File: config.mk
export PLATFORM = sky130hd
export DESIGN_NAME = hazard_ctrl
export DESIGN_NICKNAME = d
export VERILOG_FILES = /design/src/rtl/mips_pkg.sv /design/src/rtl/hazard_fwd_sel.sv /design/src/rtl/hazard_ctrl.sv
export SDC_FILE = /design/constraint.sdc
export NUM_CORES = 1
export LEC_CHECK = 0
export CORE_MARGIN = 2
export CORE_UTILIZATION = 45
export DETAILED_ROUTE_END_ITERATION = 6
export GPL_ROUTABILITY_DRIVEN = 0
export PLACE_DENSITY = 0.69
export SLEW_MARGIN = 20
export SYNTH_ARGS = -nofsm -noshare
export SYNTH_HDL_FRONTEND = slang
export SYNTH_SLANG_ARGS = --single-unit
File: constraint.sdc
create_clock -name clk -period 3.1 [get_ports clk]
set_input_delay 0.465 -clock clk [delete_from_list [all_inputs] [get_ports clk]]
set_output_delay 0.465 -clock clk [all_outputs]
set_load 0.02 [all_outputs]
File: src/rtl/mips_pkg.sv
// Shared types for the MIPS core hazard logic: register width, forwarding
// select encodings and the per-stage shadow entry.
package mips_pkg;

  localparam int REG_ADDR_W = 5;

  localparam logic [1:0] FWD_REG = 2'b00;
  localparam logic [1:0] FWD_MEM = 2'b01;
  localparam logic [1:0] FWD_WB  = 2'b10;

  typedef struct packed {
    logic [REG_ADDR_W-1:0] addr;
    logic                  we;
    logic                  load;
  } stage_entry_t;

  // EX also needs its own sources to drive the ALU operand forwarding.
  typedef struct packed {
    stage_entry_t          dst;
    logic [REG_ADDR_W-1:0] s_addr;
    logic [REG_ADDR_W-1:0] t_addr;
    logic                  uses_s;
    logic                  uses_t;
  } ex_entry_t;

  function automatic logic reg_match(input stage_entry_t e,
                                     input logic [REG_ADDR_W-1:0] r);
    return e.we && (e.addr == r) && (r != '0);
  endfunction

endpackage

File: src/rtl/hazard_fwd_sel.sv
// Priority forwarding selector: a non-load MEM producer beats WB, otherwise
// the operand comes from the register file.
module hazard_fwd_sel
  import mips_pkg::*;
(
  input  logic [REG_ADDR_W-1:0] src_addr,
  input  logic                  src_use,
  input  stage_entry_t          mem_entry,
  input  stage_entry_t          wb_entry,
  output logic [1:0]            sel
);

  // WB data is final regardless of whether it came from a load.
  logic unused_wb_load;
  assign unused_wb_load = wb_entry.load;

  always_comb begin
    sel = FWD_REG;
    if (src_use && reg_match(mem_entry, src_addr) && !mem_entry.load)
      sel = FWD_MEM;
    else if (src_use && reg_match(wb_entry, src_addr))
      sel = FWD_WB;
  end

endmodule

File: src/rtl/hazard_ctrl.sv
// Hazard controller for the 5-stage MIPS pipeline: stalls, bubbles, flushes
// and forwarding selects. Optional stall/flush counters under HAZARD_STATS_EN.
module hazard_ctrl #(
  parameter int REG_ADDR_W = mips_pkg::REG_ADDR_W
`ifdef HAZARD_STATS_EN
  , parameter int STAT_W   = 32
`endif
) (
  input  logic                  clk,
  input  logic                  rst,
  input  logic [REG_ADDR_W-1:0] id_reg_s_addr,
  input  logic [REG_ADDR_W-1:0] id_reg_t_addr,
  input  logic                  id_uses_s,
  input  logic                  id_uses_t,
  input  logic                  id_is_branch,
  input  logic [REG_ADDR_W-1:0] id_reg_d_addr,
  input  logic                  id_reg_d_we,
  input  logic                  id_is_load,
  input  logic                  pc_we,
  input  logic                  mem_busy,
  output logic                  stall_if,
  output logic                  stall_id,
  output logic                  bubble_ex,
  output logic                  flush_id,
  output logic                  pc_we_q,
  output logic [1:0]            fwd_s_id,
  output logic [1:0]            fwd_t_id,
  output logic [1:0]            fwd_a_ex,
  output logic [1:0]            fwd_b_ex
`ifdef HAZARD_STATS_EN
  , output logic [STAT_W-1:0]   stall_cycles
  , output logic [STAT_W-1:0]   flush_cnt
`endif
);

  import mips_pkg::*;

  ex_entry_t    ex_q;
  stage_entry_t mem_q;
  stage_entry_t wb_q;

  logic load_use;
  logic br_haz;
  logic hazard;
  logic stall;

  always_comb begin
    load_use = ex_q.dst.load &&
               ((id_uses_s && reg_match(ex_q.dst, id_reg_s_addr)) ||
                (id_uses_t && reg_match(ex_q.dst, id_reg_t_addr)));
    // A branch compares in ID, so any EX producer or a MEM load is too late.
    br_haz   = id_is_branch &&
               (reg_match(ex_q.dst, id_reg_s_addr) ||
                reg_match(ex_q.dst, id_reg_t_addr) ||
                (mem_q.load && (reg_match(mem_q, id_reg_s_addr) ||
                                reg_match(mem_q, id_reg_t_addr))));
    hazard   = load_use || br_haz;
    stall    = !rst && (mem_busy || hazard);
  end

  assign stall_id  = stall;
  assign stall_if  = stall;
  assign bubble_ex = !rst && hazard && !mem_busy;
  assign pc_we_q   = !rst && pc_we && !stall && !mem_busy;
  assign flush_id  = pc_we_q;

  // NOTE: state uses non-blocking assignments so every stage samples the
  // pre-edge value of its upstream neighbour.
  always_ff @(posedge clk or posedge rst) begin
    if (rst) begin
      ex_q  <= '0;
      mem_q <= '0;
      wb_q  <= '0;
    end else if (!mem_busy) begin
      wb_q  <= mem_q;
      mem_q <= ex_q.dst;
      if (hazard) begin
        ex_q <= '0;
      end else begin
        ex_q.dst.addr <= id_reg_d_addr;
        ex_q.dst.we   <= id_reg_d_we;
        ex_q.dst.load <= id_is_load;
        ex_q.s_addr   <= id_reg_s_addr;
        ex_q.t_addr   <= id_reg_t_addr;
        ex_q.uses_s   <= id_uses_s;
        ex_q.uses_t   <= id_uses_t;
      end
    end
  end

  hazard_fwd_sel u_fwd_s_id (
    .src_addr  (id_reg_s_addr),
    .src_use   (1'b1),
    .mem_entry (mem_q),
    .wb_entry  (wb_q),
    .sel       (fwd_s_id)
  );

  hazard_fwd_sel u_fwd_t_id (
    .src_addr  (id_reg_t_addr),
    .src_use   (1'b1),
    .mem_entry (mem_q),
    .wb_entry  (wb_q),
    .sel       (fwd_t_id)
  );

  hazard_fwd_sel u_fwd_a_ex (
    .src_addr  (ex_q.s_addr),
    .src_use   (ex_q.uses_s),
    .mem_entry (mem_q),
    .wb_entry  (wb_q),
    .sel       (fwd_a_ex)
  );

  hazard_fwd_sel u_fwd_b_ex (
    .src_addr  (ex_q.t_addr),
    .src_use   (ex_q.uses_t),
    .mem_entry (mem_q),
    .wb_entry  (wb_q),
    .sel       (fwd_b_ex)
  );

`ifdef HAZARD_STATS_EN
  // Saturating counters: a pegged value means "at least this many".
  always_ff @(posedge clk or posedge rst) begin
    if (rst) begin
      stall_cycles <= '0;
      flush_cnt    <= '0;
    end else begin
      if (hazard && !mem_busy && stall_cycles != '1)
        stall_cycles <= stall_cycles + 1'b1;
      if (pc_we_q && flush_cnt != '1)
        flush_cnt <= flush_cnt + 1'b1;
    end
  end
`endif

endmodule

==> results of run 1 <==
## kinds of logic (layout without fill, tap and decap cells)
group	Yosys count	after routing	synth area share, %
flip-flops	32	32	33.97
XOR/XNOR	50	50	18.58
AO/OA/AOI/OAI	25	25	12.47
multiplexers	13	13	6.210
AND/OR/NAND/NOR	83	83	21.82
buffers and inverters	30	73	6.953
## layout by cell type (no fill, tap or decap), drive strengths merged
cell / n
o21a: 1
o211a: 1
nor3: 7
mux2: 13
nand2: 28
inv: 1
clkdlybuf4s50: 26
buf: 29
dlygate4sd2: 6
nand3: 2
clkinv: 1
nor4: 8
nand4: 9
clkinvlp: 2
o21ai: 2
dlymetal6s2s: 1
xnor2: 40
xor2: 10
clkdlybuf4s15: 1
o41a: 1
or4: 6
nor2: 3
nand2b: 1
o31ai: 19
dfrtp: 32
clkbuf: 6
nand4b: 19
o31a: 1
## per-layer routing
layer | vias to the layer above | share of wire (%)
met3 | 9 | 5.2
met2 | 63 | 50
li1 | 919 | -
met5 | - | 0
met1 | 937 | 43
met4 | 0 | 1.9
## layout make-up
type,count,share of cell area (%)
inverter,1,0.1277
clock inverter,3,0.8089
timing repair buffer,64,18.90
multi-input combinational,171,47.59
tap,70,2.980
sequential,32,27.25
clock buffer,5,2.341
## registers in the layout (all words and copies together), names as in the netlist
signal and flops:
ex_q 19, mem_q 7, wb_q 6
## power breakdown
| group | total (mW) | switching [mW] | internal (mW) |
|---|---|---|---|
| Clock | 0.337 | 0.178 | 0.159 |
| Sequential | 0.575 | 0.105 | 0.470 |
| Combinational | 0.337 | 0.140 | 0.198 |
| Total | 1.25 | 0.423 | 0.827 |
## worst min-delay path, stage by stage (launching register included)
cell     delay [ns]
dfrtp_1        0.38
nand2_1        0.07
o31ai_2        0.05
## worst max path at each step
stage / from / end / slack [ns] / depth (start not counted)
floorplan: id_reg_t_addr[2] / pc_we_q / 0.14 / 8
global placement: id_reg_t_addr[3] / stall_id / -0.26 / 7
detailed placement: id_reg_t_addr[3] / stall_if / -0.27 / 7
CTS: id_reg_t_addr[2] / stall_id / -0.0004 / 7
global route: id_reg_t_addr[4] / fwd_t_id[0] / 0.02 / 7
finish: id_reg_t_addr[4] / fwd_t_id[0] / 0.08 / 7
## timing repair
item,4_1_cts,5_1_grt
gates resized for setup,13,4
pin swaps,0,0
endpoints found under the setup margin,9,5
## through the flow
stage | hold WS [ns] | power (mW) | cells | setup WS [ns]
2_1_floorplan | 0.4540 | 0.8037 | 233 | 0.1429
3_3_place_gp | 0.4937 | 0.9161 | 338 | -0.2639
3_5_place_dp | 0.5118 | 0.9247 | 338 | -0.2666
4_1_cts | 0.5332 | 1.260 | 346 | -0.0004066
5_1_grt | 0.5736 | 1.323 | 346 | 0.01520
6_report | 0.5399 | 1.250 | 346 | 0.08463
==> flow_summary.json, run 1 <==
{
  "portBuffers": 36,
  "cp.required_ns": 2.63,
  "r2r-end": "ex_q[17]$_DFFE_PP0N_",
  "drv.max_cap_violation_count": 0,
  "critical_path.max_stage_delay_ns": 0.60,
  "io_pins": 37,
  "post_synth_instance_area_um2": 2357,
  "initial_antenna_violation_count": 0,
  "post-route-cell-area_um2": 2939,
  "dpl_cell_area_um2": 2855,
  "post_detailed_routing_wire_length_mm": 5.989,
  "cts_made_buffers": 5,
  "max_slew_margin_pct": 71.43,
  "max-clock-path-buffers": 2,
  "power.static_leakage_nw": 1.165,
  "synth.largest_area_cell": "dfrtp_1",
  "die_width_um": 76.38,
  "post_detailed_placement_half_perimeter_wirelength_mm": 4.496,
  "period_share_pct": 97.27,
  "cts_tree": "done",
  "grt.total_usage_pct": 22.15,
  "list_of_most_frequent_post_synthesis_cells": "xnor2_1 (40), dfrtp_1 (32), nand2_1 (28)",
  "largest_net_degree_at_the_start_of_global_routing": 43,
  "worst-r2r-cell-count": 6,
  "initialDrtViolationCount": 106,
  "gr-max-usage-layer": "met2",
  "critPathLaunchType": "primary input",
  "finalSetupViolCount": 0,
  "grt_overflow_total": 0,
  "syn_avg_cell_area_um2": 10.12,
  "dr_total_vias": 1928,
  "whs_endpoint": "ex_q[0]$_DFFE_PP0N_",
  "yosysWarnings": 0,
  "start_util_pct": 46.45,
  "register_area_um2": 800.8,
  "drive_above_1_share_pct": 28.62,
  "timing.critical_path.buf_inv": 4,
  "die-area_um2": 5833,
  "setup.reg_to_reg.worst_slack_ns": 1.08,
  "crit_path_top_delay_cell": "clkdlybuf4s50_1",
  "fillerInstances": 482,
  "ant_nets": 0,
  "cp_cell_sequence": "clkdlybuf4s50_1 -> buf_4 -> xnor2_1 -> nand4_1 -> nor4_2 -> buf_4 -> clkdlybuf4s50_1",
  "synth_enable_flop_cells": 0,
  "synth.area.top_cells": "dfrtp_1 (34%), xnor2_1 (15%), o31ai_2 (10%), nand4b_1 (7.1%), mux2_2 (6.2%)",
  "timing.rr.start": "ex_q[18]$_DFFE_PP0N_",
  "timing.final.hold_violations": 0,
  "fin_crit_ns": 3.015,
  "synth-seq-cells": 32,
  "crit_family": "buffers and inverters",
  "ys_types": 29,
  "hold-path-cell-count": 2,
  "setup_tns_ns": 0,
  "yosys_most_used_dff": "dfrtp_1",
  "floorplan.rows": 26,
  "worst_setup_path_end_kind": "output pin",
  "grtUsageMet2_pct": 36.99,
  "worst_min_path_start": "ex_q[0]$_DFFE_PP0N_",
  "detail_route.first_pass.iterations": 4,
  "peakVddDrop_v": 0.0002560,
  "core_region_area_um2": 5075,
  "drt_drc_violations_left": 0,
  "run_status": "complete, no violations",
  "syn_inst": 233,
  "chipHeight_um": 76.38,
  "fmaxAchievable_ghz": 0.3316,
  "clock_insertion_delay_worst_skew_ns": 0.30,
  "avgRoutedWirePerCell_um": 17.31,
  "grt_pass1_wl_mm": 10.03,
  "finalCoreUtilization_pct": 57.91,
  "avgViaCountPerCell": 5.572,
  "clock_tree.root_cell": "clkbuf_8",
  "final_nets": 299,
  "cts_num_sinks": 32,
  "grt_pass1_vias": 1915,
  "synth-async-reset-ratio_pct": 100.0,
  "timing.hold.worst.class": "flop to flop",
  "worst_tran_pin_value_ns": 0.4285,
  "rsz0062_at_grt": "false",
  "total_nets_after_synthesis": 257,
  "post-synth-top-count-cell": "xnor2_1",
  "final.setup_skew_ns": 0.007747,
  "cts-hold-fix-buffers": 0,
  "timing_max_transition_violations_final": 0,
  "clkSlewWorstSetupHoldPaths_ns": 0.08,
  "grt_util_met3_pct": 3.555,
  "cts_max_level": 2,
  "crit_fanout": 3,
  "worst-setup-path-type": "primary input to output pin",
  "cts_setup_buffers": 0,
  "netlist.area_leader.share_pct": 33.97,
  "worstPathArrival_ns": 2.55,
  "power.density_cell_area_nw_per_um2": 425.2,
  "global_route.usage.met1_pct": 28.69,
  "multi_input_comb_area_um2": 1399,
  "syn2layout_area_growth_pct": 24.68,
  "antenna_cells": 0,
  "proportion_of_synthesized_chip_area_in_sequential_cells_pct": 33.97
}
(Power assumes the default switching activity.)
==> run 2: changes to the inputs <==
- SLEW_MARGIN: 20 -> default
==> results of run 2 <==
Final layout, timing and power as in run 1 (identical DEF).
